File: src/rtl/audio_pkg.sv
// Shared types and constants for the audio output stage: mixer FSM states,
// sample/slot geometry and saturation limits.
package audio_pkg;

  localparam int SAMPLE_WIDTH = 16;
  localparam int I2S_SLOTS    = 32;
  localparam int SAT_MAX      = 32767;
  localparam int SAT_MIN      = -32768;

  typedef enum logic [1:0] {
    IDLE,
    WAIT,
    ACCUM,
    SCALE
  } mixState_t;

endpackage

File: src/rtl/i2s_transmitter.sv
// I2S serialiser: bit-clock divider, 32-slot frame counter, word-select and
// serial data generation, frame-word load at slot 0, slot-16 pulse for the mixer.
module i2s_transmitter
  import audio_pkg::*;
#(
  parameter int CLK_DIV = 4
) (
  input  logic                      clk,
  input  logic                      rst_n,
  input  logic [2*SAMPLE_WIDTH-1:0] pendingWord,
  output logic                      bclk,
  output logic                      lrclk,
  output logic                      sdata,
  output logic                      slot16Pulse
);

  localparam int DIV_W  = $clog2(CLK_DIV);
  localparam int SLOT_W = $clog2(I2S_SLOTS);
  localparam logic [DIV_W-1:0]  DIV_LAST  = DIV_W'(CLK_DIV - 1);
  localparam logic [SLOT_W-1:0] SLOT_HALF = SLOT_W'(I2S_SLOTS / 2);

  logic [DIV_W-1:0]          divCnt;
  logic [SLOT_W-1:0]         slotCnt;
  logic [SLOT_W-1:0]         slotNext;
  logic [SLOT_W-1:0]         bitSel;
  logic [2*SAMPLE_WIDTH-1:0] frameWord;
  logic                      divWrap;
  logic                      bclkFall;

  assign divWrap  = (divCnt == DIV_LAST);
  assign bclkFall = divWrap & bclk;
  assign slotNext = slotCnt + 1'b1;
  // Slot n carries word bit 32-n (mod 32): slot 0 gets bit 0 of the outgoing word.
  assign bitSel   = ~slotNext + 1'b1;

  always_ff @(posedge clk or negedge rst_n) begin
    if (!rst_n) begin
      divCnt      <= '0;
      slotCnt     <= '0;
      bclk        <= 1'b0;
      lrclk       <= 1'b0;
      sdata       <= 1'b0;
      slot16Pulse <= 1'b0;
      frameWord   <= '0;
    end else begin
      slot16Pulse <= 1'b0;
      divCnt      <= divWrap ? '0 : divCnt + 1'b1;
      if (divWrap) begin
        bclk <= ~bclk;
      end
      if (bclkFall) begin
        slotCnt     <= slotNext;
        lrclk       <= (slotNext >= SLOT_HALF);
        slot16Pulse <= (slotNext == SLOT_HALF);
        sdata       <= frameWord[bitSel];
        if (slotNext == '0) begin
          frameWord <= pendingWord;
        end
      end
    end
  end

endmodule

File: src/rtl/audio_mixer_i2s.sv
// Final audio stage: mixes all channels into left/right, applies master gain with
// saturation and streams the pair over I2S. Gain stage enabled by AUDIO_MIXER_MASTER_VOLUME_EN.
module audio_mixer_i2s
  import audio_pkg::*;
#(
  parameter int NUM_CHANNELS  = 8,
  parameter int CLK_DIV       = 4,
  parameter int SETTLE_CYCLES = 2
) (
  input  logic                                 clk,
  input  logic                                 rst_n,
  input  logic [SAMPLE_WIDTH*NUM_CHANNELS-1:0] i_channelSamples,
  input  logic [NUM_CHANNELS-1:0]              i_channelIsLeft,
  input  logic [7:0]                           i_masterVolume,
  output logic                                 o_bclk,
  output logic                                 o_lrclk,
  output logic                                 o_sdata,
  output logic                                 o_mixStrobe,
  output logic                                 o_clipped
);

  localparam int ACC_W       = SAMPLE_WIDTH + $clog2(NUM_CHANNELS) + 1;
  localparam int IDX_W       = (NUM_CHANNELS > 1) ? $clog2(NUM_CHANNELS) : 1;
  localparam int SET_W       = (SETTLE_CYCLES > 1) ? $clog2(SETTLE_CYCLES) : 1;
  localparam int SETTLE_LAST = (SETTLE_CYCLES > 0) ? SETTLE_CYCLES - 1 : 0;

  generate
    if (NUM_CHANNELS < 1 || CLK_DIV < 2 || SETTLE_CYCLES < 0) begin : gBadParams
      $error("audio_mixer_i2s: NUM_CHANNELS >= 1, CLK_DIV >= 2, SETTLE_CYCLES >= 0 required");
    end
    if (SETTLE_CYCLES + NUM_CHANNELS + 2 >= 16 * 2 * CLK_DIV) begin : gBadTiming
      $error("audio_mixer_i2s: mix cannot complete within half a frame");
    end
  endgenerate

  mixState_t                       state;
  mixState_t                       stateNext;
  logic [SET_W-1:0]                settleCnt;
  logic [IDX_W-1:0]                chIdx;
  logic signed [ACC_W-1:0]         accL;
  logic signed [ACC_W-1:0]         accR;
  logic signed [SAMPLE_WIDTH-1:0]  pendL;
  logic signed [SAMPLE_WIDTH-1:0]  pendR;
  logic signed [SAMPLE_WIDTH-1:0]  chanSample;
  logic signed [ACC_W-1:0]         chanExt;
  logic                            slot16Pulse;
  logic [SAMPLE_WIDTH:0]           satL;
  logic [SAMPLE_WIDTH:0]           satR;

`ifdef AUDIO_MIXER_MASTER_VOLUME_EN
  localparam int SCL_W = ACC_W + 9;
  logic signed [SCL_W-1:0] scaledL;
  logic signed [SCL_W-1:0] scaledR;
  logic signed [SCL_W-1:0] gainExt;

  // Volume is a plain unsigned gain; 128 maps to unity after the >>>7.
  assign gainExt = SCL_W'($signed({1'b0, i_masterVolume}));
  assign scaledL = (SCL_W'(accL) * gainExt) >>> 7;
  assign scaledR = (SCL_W'(accR) * gainExt) >>> 7;
`else
  localparam int SCL_W = ACC_W;
  logic signed [SCL_W-1:0] scaledL;
  logic signed [SCL_W-1:0] scaledR;
  logic                    unusedVolume;

  assign unusedVolume = ^i_masterVolume;
  assign scaledL      = accL;
  assign scaledR      = accR;
`endif

  // Returns {clip, sample}: clamps to the 16-bit signed range.
  function automatic logic [SAMPLE_WIDTH:0] saturate(input logic signed [SCL_W-1:0] v);
    if (v > SCL_W'(SAT_MAX)) begin
      return {1'b1, SAMPLE_WIDTH'(SAT_MAX)};
    end else if (v < SCL_W'(SAT_MIN)) begin
      return {1'b1, SAMPLE_WIDTH'(SAT_MIN)};
    end
    return {1'b0, v[SAMPLE_WIDTH-1:0]};
  endfunction

  assign satL       = saturate(scaledL);
  assign satR       = saturate(scaledR);
  assign chanSample = i_channelSamples[SAMPLE_WIDTH*chIdx +: SAMPLE_WIDTH];
  assign chanExt    = ACC_W'(chanSample);

  i2s_transmitter #(
    .CLK_DIV(CLK_DIV)
  ) uTx (
    .clk        (clk),
    .rst_n      (rst_n),
    .pendingWord({pendL, pendR}),
    .bclk       (o_bclk),
    .lrclk      (o_lrclk),
    .sdata      (o_sdata),
    .slot16Pulse(slot16Pulse)
  );

  always_ff @(posedge clk or negedge rst_n) begin
    if (!rst_n) begin
      state <= IDLE;
    end else begin
      state <= stateNext;
    end
  end

  always_comb begin
    stateNext = state;
    case (state)
      IDLE: begin
        if (slot16Pulse) begin
          stateNext = (SETTLE_CYCLES == 0) ? ACCUM : WAIT;
        end
      end
      WAIT: begin
        if (settleCnt == SET_W'(SETTLE_LAST)) begin
          stateNext = ACCUM;
        end
      end
      ACCUM: begin
        if (chIdx == IDX_W'(NUM_CHANNELS - 1)) begin
          stateNext = SCALE;
        end
      end
      SCALE: stateNext = IDLE;
      default: stateNext = IDLE;
    endcase
  end

  // Mix datapath: clear on leaving IDLE, one channel per ACCUM cycle, publish in SCALE.
  always_ff @(posedge clk or negedge rst_n) begin
    if (!rst_n) begin
      settleCnt   <= '0;
      chIdx       <= '0;
      accL        <= '0;
      accR        <= '0;
      pendL       <= '0;
      pendR       <= '0;
      o_mixStrobe <= 1'b0;
      o_clipped   <= 1'b0;
    end else begin
      o_mixStrobe <= 1'b0;
      o_clipped   <= 1'b0;
      case (state)
        IDLE: begin
          if (slot16Pulse) begin
            settleCnt <= '0;
            chIdx     <= '0;
            accL      <= '0;
            accR      <= '0;
          end
        end
        WAIT: begin
          settleCnt <= settleCnt + 1'b1;
        end
        ACCUM: begin
          chIdx <= chIdx + 1'b1;
          if (i_channelIsLeft[chIdx]) begin
            accL <= accL + chanExt;
          end else begin
            accR <= accR + chanExt;
          end
        end
        SCALE: begin
          pendL       <= satL[SAMPLE_WIDTH-1:0];
          pendR       <= satR[SAMPLE_WIDTH-1:0];
          o_mixStrobe <= 1'b1;
          o_clipped   <= satL[SAMPLE_WIDTH] | satR[SAMPLE_WIDTH];
        end
        default: ;
      endcase
    end
  end

endmodule
File: config.mk
export PLATFORM = sky130hd
export DESIGN_NAME = audio_mixer_i2s
export DESIGN_NICKNAME = d
export VERILOG_FILES = /design/src/rtl/audio_pkg.sv /design/src/rtl/i2s_transmitter.sv /design/src/rtl/audio_mixer_i2s.sv
export SDC_FILE = /design/constraint.sdc
export NUM_CORES = 1
export LEC_CHECK = 0
export CORE_ASPECT_RATIO = 1.1
export CORE_MARGIN = 3
export CORE_UTILIZATION = 53
export DETAILED_ROUTE_END_ITERATION = 10
export GPL_TIMING_DRIVEN = 0
export PLACE_DENSITY_LB_ADDON = 0.08
export SYNTH_ARGS = -nofsm -noshare
export SYNTH_HDL_FRONTEND = slang
export SYNTH_HIERARCHICAL = 1
export SYNTH_SLANG_ARGS = --single-unit
File: constraint.sdc
create_clock -name clk -period 4.79 [get_ports clk]
set_input_delay 0.7185 -clock clk [delete_from_list [all_inputs] [get_ports clk]]
set_output_delay 0.7185 -clock clk [all_outputs]
set_load 0.01 [all_outputs]
==> out/results.ini <==
[outcome]
status = complete, no violations

[synth]
synth_nets = 945
synth_cells = 749
yosysWarnings = 6
async_reset_ff_share_pct = 100
synth_most_common_cell = dfrtp_1
synth_edf_count = 0
synthDistinctLibCells = 58
seq_area_frac_synth_pct = 38.4
syn_area_sq_mm = 0.00801
synth_area_per_cell_sq_um = 10.7
synth-seq-cells = 123
synth_top_cell_area_share_pct = 38.4
synth_top_cell_by_area = dfrtp_1
synth-main-ff-cell = dfrtp_1
synth_area_leaders = dfrtp_1 38%, mux4_2 9.8%, ha_1 7.5%
netlist_top_cells_count = 123 x dfrtp_1, 96 x a21oi_1, 59 x nor2_1, 57 x nand2_1, 49 x mux2_2

[timing]
finalCritPeriodShare_pct = 94.5
fin_hold_ws_ns = 0.267
report.final.slew_viol_count = 0
grt_setup_unrepaired = no
final.setup.tns_ns = 0
relSlewSlack_pct = 51.7
fin_crit_ns = 4.53
setup_viol = 0
final.setup.worst_slack_ns = 0.264
fin_worst_skew_ns = 0.0124
timing.final.hold_violations = 0
worst_pin_slew_ns = 0.704
clock.fmax_mhz = 221

[clock_network]
postCtsSetupBuffers = 0
clk_pin_slew_worst_paths_ns = 0.06
h-tree-depth = 4
cts_made_buffers = 17
cts_tree = built
holdBufCountCts = 0
clock_latency_ns = 0.41
cts_sinks = 123
clockRootBuffer = clkbuf_16
cts_buffer_depth = 2

[power_and_ir_drop]
peakVddDrop_uv = 236
powerDensity_mw_per_mm2 = 257
total_power_mw = 2.64
power.leakage_nw = 4.55

[layout]
fin_util_pct = 70.4
area_growth_pct = 28.4
layoutNonFillerInstCount = 1117
fillers = 1077
fin_nets = 1107
final_cell_area_sq_mm = 0.0103
layout-drive-gt1-share_pct = 15.6

[global_routing]
antenna_found_initial = 1
track_usage_pct = 28.6
grt_pass1_vias = 6966
overflow = 0
grt_max_degree = 66
grt_pass1_wl_um = 36000

[routing]
first_pass_iters = 5
wl_per_cell_um = 20.5
drc = 0
wirelength_um = 22900
drtIter0Drc = 446
dr_total_vias = 6621
drtAntennaViolNets = 0
drt-vias-per-instance = 5.93

[floorplanning]
die_area_sq_mm = 0.0166
start_util_pct = 54.8
rows = 46
ios = 151
die_y_um = 135
coreArea_sq_mm = 0.0146
die_w_um = 123

[worst_hold_path]
hold_path_class = in2async

[place]
port_buffers = 142
place_worst_setup_slack_ns = -0.0698
dp_hpwl_um = 18600
gp_congestion = 0.942
placedCellCount = 1084
placedInstanceArea_sq_mm = 0.00970

[critical_path]
cp-start-kind = flip-flop
worst-path-buf-inv = 2
end_kind = flip-flop
path_cells = buf_2, clkdlybuf4s18_2, mux4_2, mux2_2, ha_1, fa_1, a21oi_1, nor2b_1, a311oi_2, o31a_1, o21ai_1, a221oi_2, xnor2_1, a22o_1
critPathSlowestCell = mux4_2
worstPathRequired_ns = 5.09
path_max_fanout = 10
crit_type = reg2reg
critPathTopFamily = compound AO/OA/AOI/OAI gates
critPathMaxStageDelay_ns = 0.55
cp.arrival_ns = 4.83

[flow_run]
cap_violations = 0

[state kept, by name, summed over array words and instances (netlist names), 2 cells and up]
signal,cells
accR,20
uTx/slotCnt,5
pendL,16
accL,20
state,2
uTx/divCnt,2
chIdx,3
uTx/frameWord,32
pendR,16
[cell type report]
type / count / area, sq um / area share, %
multi-input combinational: 568 / 4680 / 45.5
inverter: 11 / 41.3 / 0.401
tap: 192 / 240 / 2.34
antenna: 1 / 2.50 / 0.0243
timing repair buffer: 143 / 1450 / 14.1
clock inverter: 10 / 92.6 / 0.900
buffer: 47 / 223 / 2.17
sequential: 123 / 3080 / 29.9
clock buffer: 22 / 474 / 4.61
[kinds of logic (layout without fill, tap and decap cells)]
kind of cell / after synthesis / count (layout) / synth area share, %
muxes: 97 / 97 / 19.6
AOI/OAI and AO/OA: 212 / 212 / 16.8
other: 0 / 1 / 0
and+or+nand+nor: 167 / 167 / 9.40
xor gates and xnor gates: 42 / 42 / 4.59
adders and majority gates: 50 / 50 / 8.00
buffers and inverters: 58 / 233 / 3.17
DFF: 123 / 123 / 38.4
[placed cells by master (no fill, tap or decap), types with 4 or more instances in the layout]
master / n
dfrtp_1: 123
clkbuf_16: 17
mux4_2: 35
nand3_1: 10
clkinvlp_4: 4
clkdlybuf4s50_1: 141
a22o_1: 14
mux2i_1: 5
mux4_1: 6
o21ai_0: 33
ha_1: 48
a21oi_1: 96
nor3_1: 7
o21ai_1: 8
xor2_1: 17
a21o_1: 21
xnor2_1: 25
nand4_1: 11
nand3b_1: 4
clkbuf_8: 4
o31ai_1: 11
nor2_1: 59
buf_2: 9
inv_1: 11
mux2_2: 49
clkbuf_1: 31
nand2_1: 57
[worst paths after layout]
| check | to | slack, ns | cells past startpoint | start |
|---|---|---|---|---|
| max | accR[18]$_DFFE_PN0P_ | 0.26 | 14 | chIdx[0]$_DFFE_PN0P_ |
| min | uTx/slotCnt[1]$_DFFE_PN0P_ | 0.27 | 1 | rst_n |
| max reg2reg | accR[18]$_DFFE_PN0P_ | 0.26 | 14 | chIdx[0]$_DFFE_PN0P_ |
| min reg2reg | uTx/divCnt[0]$_DFF_PN0_ | 0.43 | 1 | uTx/divCnt[0]$_DFF_PN0_ |
| max in group asynchronous | accR[5]$_DFFE_PN0P_ | 3.81 | 2 | rst_n |
| min in group clk | uTx/divCnt[0]$_DFF_PN0_ | 0.43 | 1 | uTx/divCnt[0]$_DFF_PN0_ |
[metal layers]
| metal | wire (um) | vias to the layer above | track usage (%) |
|---|---|---|---|
| li1 | - | 3112 | - |
| met1 | 8910 | 3228 | 33.3 |
| met2 | 11900 | 235 | 51.2 |
| met3 | 1360 | 46 | 6.12 |
| met4 | 788 | 0 | 11.1 |
| met5 | 0 | - | 0 |
[worst register-to-register path: stages (launching register included)]
cell and delay [ns]:
dfrtp_1 0.35, buf_2 0.24, clkdlybuf4s18_2 0.49, mux4_2 0.56, mux2_2 0.33, ha_1 0.28
fa_1 0.44, a21oi_1 0.16, nor2b_1 0.09, a311oi_2 0.43, o31a_1 0.29, o21ai_1 0.16
a221oi_2 0.28, xnor2_1 0.10, a22o_1 0.20
[timing repair]
| action | in CTS | in global routing |
|---|---|---|
| endpoints found under the setup margin | 1 | 3 |
| hold endpoints to repair | 0 | 0 |
| gates resized for setup | 2 | 8 |
[report_power, final]
group | internal [mW] | switching (mW)
combinational | 0.203 | 0.174
sequential | 1.05 | 0.0136
clock | 0.752 | 0.451
total | 2.01 | 0.638
(Power assumes the default switching activity.)
